## src/rtl/hd44780_bus_decoder_if.sv

```systemverilog
// hd44780_bus_decoder_if: LCD pin bundle plus decoded-event stream
interface hd44780_bus_decoder_if;
  logic       lcd_rs_i;
  logic       lcd_e_i;
  logic [7:0] lcd_databus_i;
  logic       evt_valid_o;
  logic       evt_ready_i;
  logic       evt_rs_o;
  logic [7:0] evt_data_o;
  modport master (
    output lcd_rs_i, lcd_e_i, lcd_databus_i, evt_ready_i,
    input  evt_valid_o, evt_rs_o, evt_data_o
  );
  modport slave (
    input  lcd_rs_i, lcd_e_i, lcd_databus_i, evt_ready_i,
    output evt_valid_o, evt_rs_o, evt_data_o
  );
endinterface

```

## src/rtl/hd44780_bus_decoder.sv

```systemverilog
// hd44780_bus_decoder: passive HD44780 write decoder with 2-row shadow buffer and event FIFO
module hd44780_bus_decoder #(
  parameter int         SYNC_STAGES    = 2,
  parameter int         NUM_OF_CHARS   = 16,
  parameter logic [6:0] LCD_ROW_OFFSET = 7'h40,
  parameter int         EVT_DEPTH      = 4
) (
  input  logic                  clk_i,
  input  logic                  rst_ni,
  hd44780_bus_decoder_if.slave  bus,
  input  logic [4:0]            rd_addr_i,
  output logic [7:0]            rd_char_o,
  output logic [6:0]            cursor_o,
  output logic                  busy_o,
  output logic                  oor_o,
  output logic                  ovf_o
);
  localparam int         CELLS = 2 * NUM_OF_CHARS;
  localparam int         AW    = $clog2(EVT_DEPTH);
  localparam logic [6:0] N7    = 7'(NUM_OF_CHARS);
  localparam logic [4:0] LAST  = 5'(CELLS - 1);
  typedef enum logic {IDLE, CLEAR} state_e;
  logic [1:0]                    rst_sync_q;
  logic                          rst_n;
  logic [SYNC_STAGES-1:0]        e_sync_q, rs_sync_q;
  logic [SYNC_STAGES-1:0][7:0]   db_sync_q;
  logic                          e_last_q, rs_last_q;
  logic [7:0]                    db_last_q;
  logic                          fall;
  logic                          txn_vld_q;
  logic [8:0]                    txn_q;
  state_e                        state_q, state_d;
  logic [4:0]                    clr_idx_q, clr_idx_d;
  logic [6:0]                    ac_q, ac_d;
  logic                          id_q, id_d;
  logic                          pend_vld_q, pend_vld_d;
  logic [8:0]                    pend_q, pend_d;
  logic                          oor_q, oor_d, ovf_q, ovf_d;
  logic                          ap_vld;
  logic [8:0]                    ap;
  logic                          sh_we;
  logic [4:0]                    sh_idx;
  logic [7:0]                    sh_data;
  logic                          in_row0, in_row1;
  logic [6:0]                    rel;
  logic [7:0]                    shadow_q [CELLS];
  logic [7:0]                    rd_char_q;
  logic [8:0]                    fifo_q [EVT_DEPTH];
  logic [AW:0]                   wr_q, rd_q;
  logic                          full, empty, pop, push;
  function automatic logic [6:0] ac_step(input logic [6:0] a, input logic inc);
    if (inc) return (a == 7'h27) ? 7'h40 : (a == 7'h67) ? 7'h00 : a + 7'd1;
    return (a == 7'h40) ? 7'h27 : (a == 7'h00) ? 7'h67 : a - 7'd1;
  endfunction
  // Reset asserts immediately but releases in step with the clock
  always_ff @(posedge clk_i or negedge rst_ni)
    if (!rst_ni) rst_sync_q <= '0;
    else         rst_sync_q <= {rst_sync_q[0], 1'b1};
  assign rst_n = rst_sync_q[1];
  // Synchronise the pins, remember the last synced sample and flag an E fall for the next cycle
  always_ff @(posedge clk_i or negedge rst_n)
    if (!rst_n) begin
      e_sync_q  <= '0;
      rs_sync_q <= '0;
      db_sync_q <= '0;
      e_last_q  <= 1'b0;
      rs_last_q <= 1'b0;
      db_last_q <= '0;
      txn_vld_q <= 1'b0;
      txn_q     <= '0;
    end else begin
      e_sync_q  <= {e_sync_q[SYNC_STAGES-2:0], bus.lcd_e_i};
      rs_sync_q <= {rs_sync_q[SYNC_STAGES-2:0], bus.lcd_rs_i};
      db_sync_q <= {db_sync_q[SYNC_STAGES-2:0], bus.lcd_databus_i};
      e_last_q  <= e_sync_q[SYNC_STAGES-1];
      rs_last_q <= rs_sync_q[SYNC_STAGES-1];
      db_last_q <= db_sync_q[SYNC_STAGES-1];
      txn_vld_q <= fall;
      if (fall) txn_q <= {rs_last_q, db_last_q};
    end
  assign fall = e_last_q & ~e_sync_q[SYNC_STAGES-1];
  assign in_row0 = ac_q < N7;
  assign in_row1 = (ac_q >= LCD_ROW_OFFSET) && (ac_q < 7'(LCD_ROW_OFFSET + N7));
  assign rel     = ac_q - LCD_ROW_OFFSET;
  assign full    = (wr_q[AW] != rd_q[AW]) && (wr_q[AW-1:0] == rd_q[AW-1:0]);
  assign empty   = wr_q == rd_q;
  assign pop     = ~empty & bus.evt_ready_i;
  assign push    = ap_vld & (~full | pop);
  // Clear sequencing, pending slot and transaction decode; only IDLE applies transactions
  always_comb begin
    state_d    = state_q;
    clr_idx_d  = clr_idx_q;
    ac_d       = ac_q;
    id_d       = id_q;
    pend_vld_d = pend_vld_q;
    pend_d     = pend_q;
    oor_d      = oor_q;
    ovf_d      = ovf_q;
    sh_we      = 1'b0;
    sh_idx     = clr_idx_q;
    sh_data    = 8'h20;
    ap_vld     = 1'b0;
    ap         = txn_q;
    if (state_q == CLEAR) begin
      sh_we     = 1'b1;
      clr_idx_d = clr_idx_q + 5'd1;
      if (clr_idx_q == LAST) state_d = IDLE;
      if (txn_vld_q && pend_vld_q) ovf_d = 1'b1;
      if (txn_vld_q && !pend_vld_q) begin
        pend_vld_d = 1'b1;
        pend_d     = txn_q;
      end
    end else begin
      ap_vld     = pend_vld_q | txn_vld_q;
      ap         = pend_vld_q ? pend_q : txn_q;
      pend_vld_d = pend_vld_q & txn_vld_q;
      pend_d     = txn_q;
      if (ap_vld && ap[8]) begin
        sh_we   = in_row0 | in_row1;
        sh_idx  = in_row0 ? ac_q[4:0] : 5'(rel + N7);
        sh_data = ap[7:0];
        oor_d   = oor_q | ~(in_row0 | in_row1);
        ac_d    = ac_step(ac_q, id_q);
      end
      if (ap_vld && !ap[8]) begin
        if (ap[7]) ac_d = ap[6:0];
        if (ap[7:2] == 6'b000001) id_d = ap[1];
        if (ap[7:1] == 7'b0000001) ac_d = '0;
        if (ap[7:0] == 8'h01) begin
          ac_d      = '0;
          id_d      = 1'b1;
          state_d   = CLEAR;
          clr_idx_d = '0;
        end
      end
    end
    if (ap_vld && full && !pop) ovf_d = 1'b1;
  end
  // Control state register
  always_ff @(posedge clk_i or negedge rst_n)
    if (!rst_n) begin
      state_q    <= IDLE;
      clr_idx_q  <= '0;
      ac_q       <= '0;
      id_q       <= 1'b1;
      pend_vld_q <= 1'b0;
      pend_q     <= '0;
      oor_q      <= 1'b0;
      ovf_q      <= 1'b0;
    end else begin
      state_q    <= state_d;
      clr_idx_q  <= clr_idx_d;
      ac_q       <= ac_d;
      id_q       <= id_d;
      pend_vld_q <= pend_vld_d;
      pend_q     <= pend_d;
      oor_q      <= oor_d;
      ovf_q      <= ovf_d;
    end
  // Shadow buffer write and registered read (read sees the pre-write value)
  always_ff @(posedge clk_i or negedge rst_n)
    if (!rst_n) begin
      for (int i = 0; i < CELLS; i++) shadow_q[i] <= 8'h20;
      rd_char_q <= 8'h20;
    end else begin
      rd_char_q <= shadow_q[rd_addr_i];
      if (sh_we) shadow_q[sh_idx] <= sh_data;
    end
  // Event FIFO; a pop frees the slot for a push in the same cycle
  always_ff @(posedge clk_i or negedge rst_n)
    if (!rst_n) begin
      for (int i = 0; i < EVT_DEPTH; i++) fifo_q[i] <= '0;
      wr_q <= '0;
      rd_q <= '0;
    end else begin
      if (push) fifo_q[wr_q[AW-1:0]] <= ap;
      if (push) wr_q <= wr_q + 1'b1;
      if (pop)  rd_q <= rd_q + 1'b1;
    end
  assign {bus.evt_rs_o, bus.evt_data_o} = fifo_q[rd_q[AW-1:0]];
  assign bus.evt_valid_o = ~empty;
  assign rd_char_o = rd_char_q;
  assign cursor_o  = ac_q;
  assign busy_o    = state_q == CLEAR;
  assign oor_o     = oor_q;
  assign ovf_o     = ovf_q;
endmodule

```

## src/flat_wrapper.sv

```systemverilog
// flat-port wrapper written by rule: the top's interface ports become plain ports
module hd44780_bus_decoder_flat 
#(
  parameter int         SYNC_STAGES    = 2,
  parameter int         NUM_OF_CHARS   = 16,
  parameter logic [6:0] LCD_ROW_OFFSET = 7'h40,
  parameter int         EVT_DEPTH      = 4
)
  (clk_i, rst_ni, rd_addr_i, rd_char_o, cursor_o, busy_o, oor_o, ovf_o, bus_lcd_rs_i, bus_lcd_e_i, bus_lcd_databus_i, bus_evt_ready_i, bus_evt_valid_o, bus_evt_rs_o, bus_evt_data_o);
  hd44780_bus_decoder_if bus_i ();
  input  logic clk_i;
  input  logic rst_ni;
  input  logic [4:0] rd_addr_i;
  output logic [7:0] rd_char_o;
  output logic [6:0] cursor_o;
  output logic busy_o;
  output logic oor_o;
  output logic ovf_o;
  input wire logic [$bits(bus_i.lcd_rs_i)-1:0] bus_lcd_rs_i;
  input wire logic [$bits(bus_i.lcd_e_i)-1:0] bus_lcd_e_i;
  input wire logic [$bits(bus_i.lcd_databus_i)-1:0] bus_lcd_databus_i;
  input wire logic [$bits(bus_i.evt_ready_i)-1:0] bus_evt_ready_i;
  output wire logic [$bits(bus_i.evt_valid_o)-1:0] bus_evt_valid_o;
  output wire logic [$bits(bus_i.evt_rs_o)-1:0] bus_evt_rs_o;
  output wire logic [$bits(bus_i.evt_data_o)-1:0] bus_evt_data_o;
  assign bus_i.lcd_rs_i = bus_lcd_rs_i;
  assign bus_i.lcd_e_i = bus_lcd_e_i;
  assign bus_i.lcd_databus_i = bus_lcd_databus_i;
  assign bus_i.evt_ready_i = bus_evt_ready_i;
  assign bus_evt_valid_o = bus_i.evt_valid_o;
  assign bus_evt_rs_o = bus_i.evt_rs_o;
  assign bus_evt_data_o = bus_i.evt_data_o;
  hd44780_bus_decoder #(.SYNC_STAGES(SYNC_STAGES), .NUM_OF_CHARS(NUM_OF_CHARS), .LCD_ROW_OFFSET(LCD_ROW_OFFSET), .EVT_DEPTH(EVT_DEPTH)) u_core (.clk_i(clk_i), .rst_ni(rst_ni), .bus(bus_i), .rd_addr_i(rd_addr_i), .rd_char_o(rd_char_o), .cursor_o(cursor_o), .busy_o(busy_o), .oor_o(oor_o), .ovf_o(ovf_o));
endmodule
```

## config.mk

```make
export PLATFORM = sky130hd
export DESIGN_NAME = hd44780_bus_decoder_flat
export DESIGN_NICKNAME = d
export VERILOG_FILES = /design/src/rtl/hd44780_bus_decoder_if.sv /design/src/rtl/hd44780_bus_decoder.sv /design/src/flat_wrapper.sv
export SDC_FILE = /design/constraint.sdc
export NUM_CORES = 1
export LEC_CHECK = 0
export CAP_MARGIN = 0
export CORE_ASPECT_RATIO = 2
export CORE_MARGIN = 4
export CORE_UTILIZATION = 47
export CTS_CLUSTER_DIAMETER = 50
export DETAILED_ROUTE_END_ITERATION = 6
export MAX_ROUTING_LAYER = met4
export PLACE_DENSITY_LB_ADDON = 0.05
export RECOVER_POWER = 50
export SKIP_CTS_REPAIR_TIMING = 1
export SLEW_MARGIN = 20
export SYNTH_ARGS = -nofsm -noshare
export SYNTH_HDL_FRONTEND = slang
export SYNTH_SLANG_ARGS = --single-unit
```

## constraint.sdc

```tcl
create_clock -name clk_i -period 17 [get_ports clk_i]
set_input_delay 3.4 -clock clk_i [delete_from_list [all_inputs] [get_ports clk_i]]
set_output_delay 3.4 -clock clk_i [all_outputs]
set_load 0.005 [all_outputs]
```

Yosys cells after proc, flatten, opt, wreduce, memory -nomap -nowiden --
Cells that the tools add are included.
Word-level totals: register bits after elaboration 374, output and inout port bits 28
Cells by class: add/subtract/negate cells 7, magnitude comparators 9, eq/ne operators 11, mux-type cells 52, bitwise gates (word level) 17, reductions and logical operators 23
Operators by type and width (number):
- $bwmux W256 | 1
- $mux W7 | 11
- $mux W9 | 7
- $bmux W8 S5 | 1
- $demux W8 S5 | 1
- $mux W8 | 5
- $bwmux W36 | 1
- $mux W5 | 6
- $bmux W9 S2 | 1
- $demux W9 S2 | 1
- $mux W1 | 17
- $eq A7 B7 Y1 const B | 2
- $ge A6 B6 Y1 const B | 2
- $not A5 Y6 | 2
- $logic_and A1 B1 Y1 | 10
- $reduce_bool A2 Y1 | 5
- $eq A8 B1 Y1 const B | 1
- $add A7 B1 Y7 const B | 1
- $eq A7 B1 Y1 const B | 1
- $eq A7 B6 Y1 const B | 1
- $ge A7 B7 Y1 const B | 1
- $logic_not A7 Y1 | 1
- $lt A7 B5 Y1 const B | 1
- $lt A7 B7 Y1 const B | 1
- 21 further kinds | 38

Longest topological paths before layout --
Gate-level depths: netlist (run 1).
depth in word-level cells 11, depth in mapped cells 9, depth with buffers taken out 7

Worst setup path after synthesis (run 1) --
OpenSTA, ideal clock, no wires.
kind input to register, start in rd_addr_i[0], end reg u_core.rd_char_q[0] (netlist: u_core.rd_char_o[0]), library setup time 0.125 ns, data arrival time 5.143 ns, setup slack 11.733 ns, stages 5, buffers on the path 2, cells stage by stage buf_2 -> buf_2 -> mux4_2 -> mux4_2 -> mux2_2
On the way: cells in the longest elaborated chain, start to end 4
Ends and longest elaborated chain:
- start: declaration | line flat_wrapper.sv:13 | input logic [4:0] rd_addr_i;
- $not A5 Y6 (not written as such) | line hd44780_bus_decoder.sv:166 | rd_char_q <= shadow_q[rd_addr_i];
- $bmux W8 S5 | line hd44780_bus_decoder.sv:166
- $mux W8 (not written as such) (2 in series) | line hd44780_bus_decoder.sv:166
- end signal: assignment | line hd44780_bus_decoder.sv:166
- end: declaration | line hd44780_bus_decoder.sv:47 | logic [7:0] rd_char_q;
Every way passes these cells. The select of a mux whose other input is x is not followed. A chain may end at the register's enable or synchronous reset.

==> results of run 1 <==
[worst max-delay path: stages, from the launching register on]
cell	delay [ps]
dfrtp_1	1930
clkbuf_1	2860
clkbuf_1	3250
[synth_stat cells, drive strengths merged (16+ instances only)]
library cell,n
nand2,47
dfrtp,340
mux4,89
nand2b,17
o21ai,211
dfstp,34
buf,28
nor2,31
mux2,235
nor3,17
mux2i,16
clkbuf,63
[area by class of cell]
class,count,area (um^2),area share (%)
inverter,13,48.80,0.2552
tap,454,568.0,2.970
sequential,374,9402,49.16
clock inverter,10,76.32,0.3991
multi-input combinational,786,7406,38.73
clock buffer,55,1075,5.620
timing repair buffer,61,548.0,2.866
[sequential cells by signal, indices dropped and copies added, names as in the netlist, 3 cells and up]
signal	cells
u_core.shadow_q	256
u_core.pend_q	9
u_core.cursor_o	7
u_core.wr_q	3
u_core.txn_q	9
u_core.db_sync_q	16
u_core.rd_q	3
u_core.rd_char_o	8
u_core.fifo_q	36
u_core.db_last_q	8
u_core.clr_idx_q	5
[per-stage QoR]
stage | hold slack (ps) | util, % | cell area [um^2] | setup slack [ps]
floorplan | 331.2 | - | 17320 | 5864
global placement | 332.5 | 49.59 | 18060 | 10830
detailed placement | 334.7 | 49.60 | 18060 | 10760
CTS | 348.7 | 52.76 | 19210 | 11040
global route | 355.5 | 52.51 | 19120 | 6147
finish | 345.5 | 52.51 | 19120 | 7902
[power groups by stage]
stage,clock (W),combinational (W),sequential [W]
4_1_cts,0.000818,0.000481,0.00110
3_3_place_gp,0,0.000470,0.00112
3_5_place_dp,0,0.000479,0.00112
2_1_floorplan,0,0.000333,0.00107
5_1_grt,0.000848,0.000512,0.00112
6_report,0.000797,0.000468,0.00110
[routing by layer]
| layer | global-route usage [%] | vias up |
|---|---|---|
| met5 | - | - |
| met4 | 9.087 | 0 |
| met3 | 2.802 | 115 |
| met2 | 46.47 | 238 |
| met1 | 25.44 | 5687 |
| li1 | - | 4699 |
[worst paths after layout]
check / end / cells after the start / start / slack [ps]
min: u_core.db_last_q[1]$_DFF_PN0_ / 0 / u_core.db_sync_q[9]$_DFF_PN0_ / 350
max: u_core.shadow_q[113]$_DFFE_PN0P_ / 2 / u_core.rst_sync_q[1]$_DFF_PN0_ / 7900
max reg2reg: u_core.shadow_q[113]$_DFFE_PN0P_ / 2 / u_core.rst_sync_q[1]$_DFF_PN0_ / 7900
min in group asynchronous: u_core.rd_q[1]$_DFFE_PN0P_ / 0 / u_core.rst_sync_q[1]$_DFF_PN0_ / 1000
min reg2reg: u_core.db_last_q[1]$_DFF_PN0_ / 0 / u_core.db_sync_q[9]$_DFF_PN0_ / 350
max in group clk_i: u_core.shadow_q[22]$_DFFE_PN0P_ / 6 / u_core.pend_vld_q$_DFFE_PN0P_ / 10580
[placed cells by master, fill, tap and decap left out, types with 6 or more instances in the layout]
cell type and instances:
clkdlybuf4s50_1 42, dfrtp_1 340, o22ai_1 6, o21ai_0 211, mux4_2 89, buf_4 10, mux2i_1 16, mux2_2 228
nor3_1 17, inv_1 13, clkbuf_16 38, clkbuf_1 17, xnor2_1 8, ha_1 9, a21oi_1 9, mux2_4 6
dfstp_2 34, nand3_1 6, clkbuf_8 6, nand2_1 46, nand2b_1 17, nor2_1 24
[cell families (layout without fill, tap and decap cells)]
logic type | Yosys count | count (layout) | synth area share [%]
fa+ha+maj | 9 | 9 | 0.6503
xor+xnor | 10 | 10 | 0.5058
buf+inv | 104 | 139 | 2.673
other cells | 1 | 1 | 0.02165
mux | 340 | 340 | 27.95
flops | 374 | 374 | 54.29
simple gates | 154 | 154 | 4.891
compound gates | 272 | 272 | 9.017
==> results.json, run 1 <==
{
  "fill_cells": 3172,
  "cts.sinks": 374,
  "drt_iter0_drc": 741,
  "place.gp.congestion": 0.8873,
  "antenna_found_initial": 0,
  "start_util_pct": 47.55,
  "async_flop_share_pct": 100.0,
  "synth_top_area_cell": "dfrtp_1",
  "drtPass1Iterations": 5,
  "finalCriticalPeriod_ps": 9098,
  "p_clk_share_pct": 33.7,
  "synth_fp_nets": 1291,
  "p_sw_share_pct": 29.34,
  "drc_errors": 0,
  "cts_tree": "built",
  "syn_area_um2": 17320,
  "slew_violations": 234,
  "comb_power_share_pct": 19.8,
  "clockBufferDepth": 3,
  "cts-buffers-inserted": 37,
  "yosysTopAreaCellShare_pct": 49.13,
  "die_w_um": 143.7,
  "ys_warn_count": 0,
  "relSlewSlack_pct": -189.4,
  "core_area_um2": 36420,
  "post_drt_wl_per_cell_um": 26.51,
  "die_area_um2": 40170,
  "required_ps": 16630,
  "final_min_period_over_clock_period_pct": 53.52,
  "hpwlAfterDp_mm": 31.98,
  "maxUsedRoutingLayer": "met4",
  "ys_seq_area_share_pct": 54.29,
  "hp-class": "reg -> reg",
  "grt_max_degree": 166,
  "ir_drop_mv": 0.1056,
  "crit_type": "reg -> async",
  "synth_edf_count": 0,
  "syn_area_per_cell_um2": 13.70,
  "synth_seq_cells": 374,
  "wl_mm": 46.47,
  "setup_tns_ps": 0,
  "vias": 10740,
  "grt_pass1_wl_mm": 71.72,
  "finalNetCount": 1300,
  "rsz0062_at_grt": "no",
  "p_per_area_nw_per_um2": 123.8,
  "grt_pass1_vias": 11670,
  "path_clk_slew_ps": 70,
  "port_buffers": 45,
  "synthCells": 1264,
  "maxCapViolCount": 4,
  "vias_per_cell": 6.126,
  "wl_met3_mm": 1.355,
  "hold_viol": 0,
  "grt_usage_pct": 24.51,
  "setup_violations": 0,
  "num_antenna_cells": 0,
  "violations": "max-capacitance violations, max-slew violations",
  "clock_skew_ps": 9.804,
  "rows": 99,
  "max_freq_mhz": 109.9,
  "tightest_slew_ps": 4341,
  "ys.flop_type": "dfrtp_1",
  "power_switching_w": 0.0006945,
  "die_h_um": 279.5,
  "pwr-share-seq_pct": 46.6,
  "dp_cells": 1688,
  "leakagePower_nw": 8.288,
  "netlist-cell-type-count": 73,
  "cts_max_level": 2,
  "yosys-top-cells-area": "dfrtp_1, mux2_2, mux4_2",
  "endpoint_kind": "asynchronous set/reset pin",
  "power_w": 0.002367,
  "layout.cells.non_filler": 1753,
  "layout-drive-gt1-share_pct": 34.49,
  "p_int_w": 0.001673,
  "dr_wl_met2_mm": 26.98,
  "grt_overflow_total": 0,
  "ant_nets": 0,
  "met1_length_mm": 16.17,
  "syn_to_final_growth_pct": 10.43,
  "ioPinCount": 46,
  "critPathLaunchType": "flop",
  "arrival_ps": 8730,
  "cp_max_fo": 80,
  "status": "finished, violations left",
  "cts_root_buffer": "clkbuf_16",
  "clock_latency_ps": 540
}
Note: power is estimated with default switching activity, not from simulation.
==> inputs of run 2 (changes only) <==
Clock period 17 ns to 7.38 ns, I/O delays scaled along.
==> run 2 against run 1 <==
The flow still finishes with violations (max-capacitance violations, max-slew violations). Final cell count is 0.23% higher. Die area unchanged. Non-clock buffer count increased by 2. Largest power group unchanged. Sequential cell count is the same. Clock skew up 4.2 ps. Global-route usage is essentially flat. Maximum frequency grew 120%. Combinational power is 130% higher. Sequential power rose by 130%. Wire length shrank 0.34%. Critical endpoint is now u_core.shadow_q[31]$_DFFE_PN0P_. Hold slack improved by 1.8 ps. Count of clock-buffer cells in the layout rose by 3.
==> results.json, run 2 (synthesis gave the netlist of run 1 again) <==
{
  "status": "finished, violations left",
  "violations": "max-capacitance violations, max-slew violations",
  "required_ps": 7800,
  "cts_tree": "built",
  "antenna_found_initial": 0,
  "core_area_um2": 36420,
  "post_drt_wl_per_cell_um": 26.36,
  "p_per_area_nw_per_um2": 290.2,
  "finish.utilization_pct": 53.23,
  "relSlewSlack_pct": -81.77,
  "clock_latency_ps": 540,
  "reg_top3": "u_core.shadow_q (256), u_core.fifo_q (36), u_core.db_sync_q (16)",
  "drtPass1Iterations": 4,
  "drc_errors": 0,
  "place.gp.congestion": 0.8744,
  "regMostFlops": "u_core.shadow_q",
  "wl_mm": 46.31,
  "grt_pass1_vias": 11540,
  "arrival_ps": 4610,
  "syn_to_final_growth_pct": 11.94,
  "rows": 99,
  "endpoint_kind": "flop",
  "finalCriticalPeriod_ps": 4188,
  "layout_common_cells": "dfrtp_1, mux2_2, o21ai_0, mux4_2, nand2_1",
  "die_area_um2": 40170,
  "port_buffers": 45,
  "grt_max_degree": 182,
  "layout-drive-gt1-share_pct": 36.15,
  "vias": 10630,
  "grt_overflow_total": 0,
  "tightest_slew_ps": 2727,
  "rsz0062_at_grt": "no",
  "cts.sinks": 374,
  "leakagePower_nw": 8.436,
  "cts_max_level": 2,
  "grt_pass1_wl_mm": 71.88,
  "setup_violations": 0,
  "vias_per_cell": 6.049,
  "die_h_um": 279.5,
  "drt_iter0_drc": 606,
  "ir_drop_mv": 0.2651,
  "hold_viol": 0,
  "grt_usage_pct": 24.56,
  "hp-class": "reg -> reg",
  "ioPinCount": 46,
  "clockBufferDepth": 3,
  "largest_reg_flops": 256,
  "layout_commonest_cell": "dfrtp_1",
  "crit_type": "reg -> reg",
  "ant_nets": 0,
  "num_antenna_cells": 0,
  "setup_tns_ps": 0,
  "max_freq_mhz": 238.8,
  "cts-buffers-inserted": 37,
  "die_w_um": 143.7,
  "final_min_period_over_clock_period_pct": 56.75,
  "finalNetCount": 1302,
  "maxCapViolCount": 1,
  "critPathLaunchType": "flop",
  "start_util_pct": 47.55,
  "clock_skew_ps": 14.02,
  "cts_root_buffer": "clkbuf_16",
  "slew_violations": 66,
  "path_clk_slew_ps": 60,
  "cp_max_fo": 26,
  "hpwlAfterDp_mm": 32.00
}
## run 2: critical path, stage by stage (launching register included)
cell and delay, ps:
dfrtp_1 330, clkbuf_1 900, and3b_1 390, o21ai_4 710, mux2i_2 700, nand2_1 600, mux2_2 430
## run 2: cell type report
| cell class | instances | area (um^2) |
|---|---|---|
| fill | 3133 | 17030 |
| clock inverter | 9 | 122.6 |
| inverter | 13 | 48.80 |
| multi-input combinational | 786 | 7470 |
| timing repair buffer | 63 | 598.1 |
| tap | 454 | 568.0 |
| sequential | 374 | 9402 |
| clock buffer | 58 | 1177 |
## run 2: through the flow
step	cell area (um^2)	power, W	hold slack, ps	instances	worst slack (ps)
finish	19390	0.005626	347.3	1757	3192
global placement	18070	0.003655	333.6	1689	3121
CTS	19370	0.005696	350.5	1756	3353
floorplan	17320	0.003222	331.1	1264	1305
detailed placement	18070	0.003671	334.7	1689	3105
global route	19390	0.005887	355.4	1757	3005
## run 2: final timing paths
kind	from	to	slack [ps]	cells after the start
max in group asynchronous	u_core.rst_sync_q[1]$_DFF_PN0_	u_core.shadow_q[34]$_DFFE_PN0P_	4190	2
min in group asynchronous	u_core.rst_sync_q[1]$_DFF_PN0_	u_core.rd_q[0]$_DFFE_PN0P_	1160	0
worst max register to register	u_core.pend_vld_q$_DFFE_PN0P_	u_core.shadow_q[31]$_DFFE_PN0P_	3190	6
worst min-delay path	u_core.rs_sync_q[1]$_DFF_PN0_	u_core.rs_last_q$_DFF_PN0_	350	0
worst max-delay path	u_core.pend_vld_q$_DFFE_PN0P_	u_core.shadow_q[31]$_DFFE_PN0P_	3190	6
worst min register to register	u_core.rs_sync_q[1]$_DFF_PN0_	u_core.rs_last_q$_DFF_PN0_	350	0
## run 2: metal layers
layer / up-vias / wire, um / global-route usage (%) / part of all wire, %
li1: 4694 / - / - / -
met1: 5639 / 16150 / 26.28 / 35
met2: 203 / 27510 / 46.95 / 59
met3: 92 / 1172 / 2.204 / 2.5
met4: 0 / 1483 / 7.516 / 3.2
met5: - / 0 / - / 0
## run 2: report_power, final
part / total, W / internal, W / leakage, nW / switching [W]
Sequential: 0.00255 / 0.00228 / 4.88 / 0.000261
Clock: 0.00200 / 0.00118 / 0.634 / 0.000827
Combinational: 0.00108 / 0.000558 / 2.93 / 0.000519
Total: 0.00563 / 0.00402 / 8.44 / 0.00161
==> inputs of run 3 (changes only) <==
Clock period 7.38 ns to 4.25 ns, I/O delays scaled along.
==> run 3 against run 2 <==
The flow still finishes with violations (max-capacitance violations, max-slew violations). Non-clock buffer count rose by 13. Sequential share of layout area fell by 0.062 points. Total power rose by 70%. Final cell count rose by 0.68%. Combinational power rose by 75%. Via count rose by 0.93%. Clock skew rose by 2.7 ps. Design area rose by 0.13%. Critical endpoint is now u_core.fifo_q[8]$_DFFE_PN0P_. Hold slack barely moved. Global-route usage rose by 0.33 points. Count of clock-buffer cells in the layout fell by 7.
==> results.json, run 3 (synthesis gave the netlist of run 1 again) <==
{
  "relSlewSlack_pct": -102.5,
  "post_drt_wl_per_cell_um": 26.23,
  "grt_usage_pct": 24.89,
  "grt_pass1_vias": 11740,
  "hp-start": "u_core.db_sync_q[9]$_DFF_PN0_",
  "clockBufferDepth": 3,
  "violations": "max-capacitance violations, max-slew violations",
  "tightest_slew_ps": 3038,
  "port_buffers": 45,
  "ioPinCount": 46,
  "start_util_pct": 47.55,
  "die_h_um": 279.5,
  "finish.utilization_pct": 53.30,
  "layout_commonest_cell": "dfrtp_1",
  "regMostFlops": "u_core.shadow_q",
  "core_area_um2": 36420,
  "hpwlAfterDp_mm": 31.79,
  "regToRegStartpoint": "u_core.pend_vld_q$_DFFE_PN0P_",
  "arrival_ps": 3700,
  "required_ps": 4650,
  "clock_skew_ps": 16.71,
  "drc_errors": 0,
  "setup_tns_ps": 0,
  "cts_root_buffer": "clkbuf_16",
  "status": "finished, violations left",
  "post_dp_cell_area_um2": 18230,
  "leakagePower_nw": 8.454,
  "finalCriticalPeriod_ps": 3301,
  "drt_iter0_drc": 592,
  "largest_reg_flops": 256,
  "critPathLaunchType": "flop",
  "grt_overflow_total": 0,
  "hold_slack_ps": 347.0,
  "cp_max_fo": 22,
  "die_area_um2": 40170,
  "finalNetCount": 1314,
  "layout_common_cells": "dfrtp_1, mux2_2, o21ai_0, mux4_2, nand2_1",
  "layout-drive-gt1-share_pct": 36.56,
  "grt_pass1_wl_mm": 72.77,
  "cts-buffers-inserted": 36,
  "max_freq_mhz": 302.9,
  "finalInstanceArea_um2": 19410,
  "final_min_period_over_clock_period_pct": 77.68,
  "rsz0062_at_grt": "no",
  "hold_viol": 0,
  "endpoint_kind": "flop",
  "vias": 10730,
  "antenna_found_initial": 2,
  "vias_per_cell": 6.064,
  "drtPass1Iterations": 5,
  "syn_to_final_growth_pct": 12.09,
  "cts_tree": "built",
  "crit_path_start": "u_core.pend_vld_q$_DFFE_PN0P_",
  "ant_nets": 0,
  "crit_type": "reg -> reg",
  "fill_cells": 3065,
  "cts_max_level": 2,
  "cts.sinks": 374,
  "maxCapViolCount": 1,
  "slew_violations": 67,
  "path_clk_slew_ps": 60,
  "setup_violations": 0,
  "clock_latency_ps": 530,
  "p_per_area_nw_per_um2": 491.6,
  "wl_mm": 46.40,
  "hp-class": "reg -> reg",
  "ir_drop_mv": 0.4245,
  "die_w_um": 143.7,
  "grt_max_degree": 83,
  "reg_top3": "u_core.shadow_q (256), u_core.fifo_q (36), u_core.db_sync_q (16)",
  "rows": 99,
  "place.gp.congestion": 0.8398
}
run 3: changes by cell type in the layout (fill, tap and decap cells not counted), moves of 2 or more:
cell and change:
buf_12 +4, clkinv_2 +7, clkbuf_16 -2, clkbuf_8 -4, diode_2 +2, clkdlybuf4s50_1 +2, buf_4 +9, inv_6 -3
run 3: where the power goes:
| part | internal [W] | switching [W] | total (W) |
|---|---|---|---|
| combinational | 0.000982 | 0.000911 | 0.00189 |
| clock | 0.00188 | 0.00137 | 0.00324 |
| sequential | 0.00397 | 0.000438 | 0.00441 |
| total | 0.00683 | 0.00272 | 0.00954 |
run 3: cell type report:
class	count	area, um^2	share of cell area [%]
timing repair buffer	76	726.9	3.745
clock buffer	51	1069	5.505
sequential	374	9402	48.43
clock inverter	13	122.6	0.6317
multi-input combinational	786	7470	38.48
antenna	2	5.005	0.02578
tap	454	568.0	2.926
inverter	13	48.80	0.2514
run 3: critical path, cell delays in order, from the launching register on:
cell and delay [ps]:
dfrtp_1 390, clkbuf_1 820, inv_1 310, a211oi_2 700, nand2_1 530, mux2_2 420
run 3: per-stage QoR:
stage               setup WS (ps)  instances  total power, W
finish                      948.8       1769        0.009543
global placement            697.9       1703        0.006344
CTS                         873.3       1767        0.009680
detailed placement          677.1       1703        0.006384
global route                455.6       1769         0.01003
floorplan                   584.3       1264        0.005594
run 3: final timing paths:
check | end | slack (ps) | cells past startpoint
max in group asynchronous | u_core.id_q$_DFFE_PN1P_ | 1030 | 2
worst max-delay path | u_core.fifo_q[8]$_DFFE_PN0P_ | 950 | 5
worst min-delay path | u_core.db_last_q[1]$_DFF_PN0_ | 350 | 0
worst max register to register | u_core.fifo_q[8]$_DFFE_PN0P_ | 950 | 5
min in group asynchronous | u_core.rst_sync_q[1]$_DFF_PN0_ | 560 | 1
worst min register to register | u_core.db_last_q[1]$_DFF_PN0_ | 350 | 0
run 3: routing by layer:
layer / part of all wire (%) / wire [um] / track usage [%] / vias up
li1: - / - / - / 4713
met1: 35 / 16440 / 27.10 / 5642
met2: 55 / 25540 / 44.12 / 261
met3: 3.3 / 1515 / 2.853 / 111
met4: 6.3 / 2907 / 12.76 / 0
met5: 0 / 0 / - / -
